[config.mk]
export PLATFORM = sky130hd
export DESIGN_NAME = uart_tx_buffer
export DESIGN_NICKNAME = d
export VERILOG_FILES = /design/src/rtl/uart_tx_buffer.sv
export SDC_FILE = /design/constraint.sdc
export NUM_CORES = 1
export LEC_CHECK = 0
export CORE_AREA = 2 2 103 105
export DETAILED_ROUTE_END_ITERATION = 7
export DIE_AREA = 0 0 105 107
export PLACE_DENSITY_LB_ADDON = 0.12
export SYNTH_ARGS = -nofsm -noshare
export SYNTH_HDL_FRONTEND = slang
export SYNTH_SLANG_ARGS = --single-unit
[constraint.sdc]
create_clock -name clk_i -period 3.14 [get_ports clk_i]
set_clock_uncertainty 0.05 [all_clocks]
set_input_delay 0.471 -clock clk_i [delete_from_list [all_inputs] [get_ports clk_i]]
set_output_delay 0.471 -clock clk_i [all_outputs]
set_load 0.01 [all_outputs]
[src/rtl/uart_tx_buffer.sv]
// uart_tx_buffer: circular byte FIFO feeding a UART transmitter, one byte in flight at a time,
// with optional CTS gating of each new dispatch.
module uart_tx_buffer #(
  parameter int data_bits_p = 8,
  parameter int els_p       = 16,
  parameter bit cts_en_p    = 1'b1
) (
  input  logic                          clk_i,
  input  logic                          reset_n_i,
  input  logic                          data_v_i,
  input  logic [data_bits_p-1:0]        data_i,
  output logic                          data_ready_and_o,
  output logic                          tx_v_o,
  output logic [data_bits_p-1:0]        tx_o,
  input  logic                          tx_ready_and_i,
  input  logic                          tx_done_i,
  input  logic                          cts_n_i,
  output logic [$clog2(els_p+1)-1:0]    count_o,
  output logic                          idle_o
);
  localparam int aw = $clog2(els_p);
  localparam int cw = $clog2(els_p+1);

  logic [data_bits_p-1:0] mem_q [els_p];
  logic [aw-1:0]          wr_ptr_q, rd_ptr_q;
  logic [cw-1:0]          count_q, count_d;
  logic                   in_flight_q, in_flight_d;
  logic                   cts_meta_q, cts_sync_q;
  logic                   enq, deq, cts_ok;

  assign cts_ok           = !cts_en_p || !cts_sync_q;
  assign data_ready_and_o = count_q != cw'(els_p);
  assign enq              = data_v_i && data_ready_and_o;
  assign tx_v_o           = (count_q != '0) && !in_flight_q && cts_ok;
  assign deq              = tx_v_o && tx_ready_and_i;
  // Storage is not cleared on reset, so the head is masked while empty.
  assign tx_o             = (count_q != '0) ? mem_q[rd_ptr_q] : '0;
  assign count_o          = count_q;
  assign idle_o           = (count_q == '0) && !in_flight_q;

  always_comb begin
    count_d     = count_q + cw'(enq) - cw'(deq);
    in_flight_d = deq ? 1'b1 : (tx_done_i ? 1'b0 : in_flight_q);
  end

  always_ff @(posedge clk_i or negedge reset_n_i) begin
    if (!reset_n_i) begin
      wr_ptr_q    <= '0;
      rd_ptr_q    <= '0;
      count_q     <= '0;
      in_flight_q <= 1'b0;
      cts_meta_q  <= 1'b1;
      cts_sync_q  <= 1'b1;
    end else begin
      wr_ptr_q    <= enq ? wr_ptr_q + aw'(1) : wr_ptr_q;
      rd_ptr_q    <= deq ? rd_ptr_q + aw'(1) : rd_ptr_q;
      count_q     <= count_d;
      in_flight_q <= in_flight_d;
      cts_meta_q  <= cts_n_i;
      cts_sync_q  <= cts_meta_q;
    end
  end

  always_ff @(posedge clk_i) begin
    if (enq) mem_q[wr_ptr_q] <= data_i;
  end
endmodule
==> out/metrics.cfg <==
[placed_design]
port_buffers = 29
hpwl_um = 7130
gp_congestion = 0.833

[routing]
vias = 2928
vias_per_cell = 5.75
wl_per_cell_um = 22.0
finalWirelength_um = 11200
first_pass_iters = 4
drt_iter0_markers = 279
ant_nets = 0
drc_errors = 0

[clocking]
clock_latency_ns = 0.51
cts_buffers = 17
hold_buffers = 0
cts.sinks = 144
path_clk_slew_ns = 0.06
cts_max_path_buffers = 2
cts-root-buf = clkbuf_8
h-tree-depth = 4
cts_tree = built

[yosys]
synthAdderAreaFrac_pct = 2.68
ys_types = 34
synth_edf_count = 128
synthMuxAreaShare_pct = 14.5
ys.flop_type = edfxtp_1
synth_top_area_share_pct = 65.2
avgSynthCellArea_sq_um = 19.7
netlist_top_cells_area = edfxtp_1, mux4_2, dfrtp_1
yosysSeqAreaShare_pct = 72.1
syn_area_sq_um = 5890
synthArstFlopShare_pct = 11.1
synth-simple-area-share_pct = 3.72
synthTopCellsByCount = edfxtp_1, mux4_2, a211oi_1
ys_seq_elements = 144
yosysTopAreaCell = edfxtp_1
synth_xor_area_share_pct = 1.49
syn_nets = 325
yosysWarningCount = 0
synth_most_common_cell = edfxtp_1
synth_top_family_by_area = multiplexers
syn_inst = 299
synth_compound_area_share_pct = 2.68

[final_layout]
drive_gt1_share_pct = 26.0
fillCellCount = 656
utilization_pct = 70.8
finalNetCount = 386
syn_to_final_growth_pct = 21.3
antenna_cells = 0

[floorplanning]
ios = 30
initial_core_util_pct = 58.4
row_count = 37
core_sq_um = 10100
die_area_sq_um = 11200
die_y_um = 107
die_w_um = 105

[sta]
setup_viol = 0
tightest_slew_ns = 0.794
post-route-period-util_pct = 96.2
min_period_ns = 3.02
rsz0062_at_grt = no
hold_violations = 0
max_freq_ghz = 0.331
relSlewSlack_pct = 46.9
setup_tns_ns = 0
drv_slew = 0

[run_status]
status = complete, no violations

[min_path]
hold_path_class = flip-flop to flip-flop

[pwr]
finalPower_w = 0.00672
power_density_nw_per_um2 = 940
peakVddDrop_mv = 0.437
p_leak_nw = 2.50

[worst_setup_path]
critPathCaptureType = output pin
path_max_fanout = 15
critical_path_arrival_ns = 2.50
critPathLaunchType = flip-flop
timing_worst_setup_path_type = flip-flop to output pin
critical_path_required_ns = 2.62

[global_routing]
grt_pass1_wl_um = 17600
first_global_vias = 2998
track_usage_pct = 22.3
grt_max_degree = 36
antenna_found_initial = 0
grt-ovfl-total = 0

[flow_run]
maxCapViolations = 0

## sequential cells by signal, indices dropped and copies added (netlist names)
register / count
count_o: 5
cts_meta_q: 1
cts_sync_q: 1
in_flight_q: 1
mem_q: 128
rd_ptr_q: 4
wr_ptr_q: 4
## final timing paths
path	startpoint	cells after the start	slack (ns)	to
hold / removal	cts_meta_q	0	0.31	cts_sync_q
setup / recovery	rd_ptr_q[1]	7	0.12	tx_o[5]
max in group asynchronous	reset_n_i	1	2.12	rd_ptr_q[1]
min in group asynchronous	reset_n_i	1	0.37	count_o[1]
setup reg to reg	count_o[2]	13	0.56	count_o[4]
hold reg to reg	cts_meta_q	0	0.31	cts_sync_q
## kinds of logic after synthesis
group	Yosys count
buffers and inverters	29
AO/OA/AOI/OAI	22
XOR/XNOR	10
adder cells (fa/ha/maj)	12
flip-flops	144
multiplexers	41
AND/OR/NAND/NOR	41
## routing by layer
layer	GRT usage, %	vias to the layer above	part of all wire [%]
met3	5.90	2	7.2
met5	0	-	0
met4	7.14	0	0.32
met2	36.9	95	52
li1	-	1320	-
met1	29.4	1511	41
## what timing repair did
| action | in CTS | in global routing |
|---|---|---|
| gates resized for setup | 17 | 5 |
| setup endpoints to repair | 8 | 3 |
| pin swaps | 1 | 0 |
| gates cloned | 1 | 0 |
| buffers inserted | 3 | 0 |
## metrics by stage
| stage | setup slack [ns] | cell area [sq um] | cells | hold slack [ns] |
|---|---|---|---|---|
| floorplan | 0.446 | 5890 | 299 | 0.125 |
| detailed placement | 0.277 | 6460 | 473 | 0.301 |
| finish | 0.120 | 7150 | 509 | 0.307 |
| CTS | 0.0118 | 7140 | 509 | 0.308 |
| global route | 0.0333 | 7150 | 509 | 0.317 |
| global placement | 0.316 | 6460 | 473 | 0.296 |
## placed cells by master (no fill, tap or decap), types with 3 or more instances in the layout
cell and instances:
inv_1 12, mux4_2 21, nor2_1 12, nor2b_1 8, mux4_1 11, buf_4 27
a211oi_2 8, clkbuf_16 16, bufinv_16 3, nand2_1 7, xnor2_1 7, mux2i_1 7
clkdlybuf4s50_1 21, xor2_1 3, clkinvlp_4 4, ha_1 11, nor3_1 5, edfxtp_1 128
dfrtp_1 12, a211oi_1 8, inv_6 4, dlygate4sd2_1 5
## critical path, cell delays in order, from the launching register on
cell and delay (ns):
dfrtp_2 0.41, buf_12 0.17, buf_4 0.15, mux4_2 0.48, nor2b_1 0.15, a211oi_2 0.24, a211oi_2 0.10, clkdlybuf4s15_1 0.27
## final cells by class
cell class / count / area (sq um) / area share, %
multi-input cells: 126 / 1530 / 21.3
flip-flops and latches: 144 / 4250 / 59.4
repair buffers: 59 / 562 / 7.86
clock buffers: 17 / 414 / 5.79
clock inverters: 15 / 183 / 2.56
inverters: 12 / 45.0 / 0.630
well taps: 136 / 170 / 2.38
## power breakdown
| group | switching, W | internal [W] | total [W] |
|---|---|---|---|
| logic | 0.00106 | 0.00112 | 0.00218 |
| clock network | 0.000774 | 0.00122 | 0.00199 |
| registers | 0.000189 | 0.00236 | 0.00255 |
| total | 0.00202 | 0.00470 | 0.00672 |
Note: power is estimated with default switching activity, not from simulation.
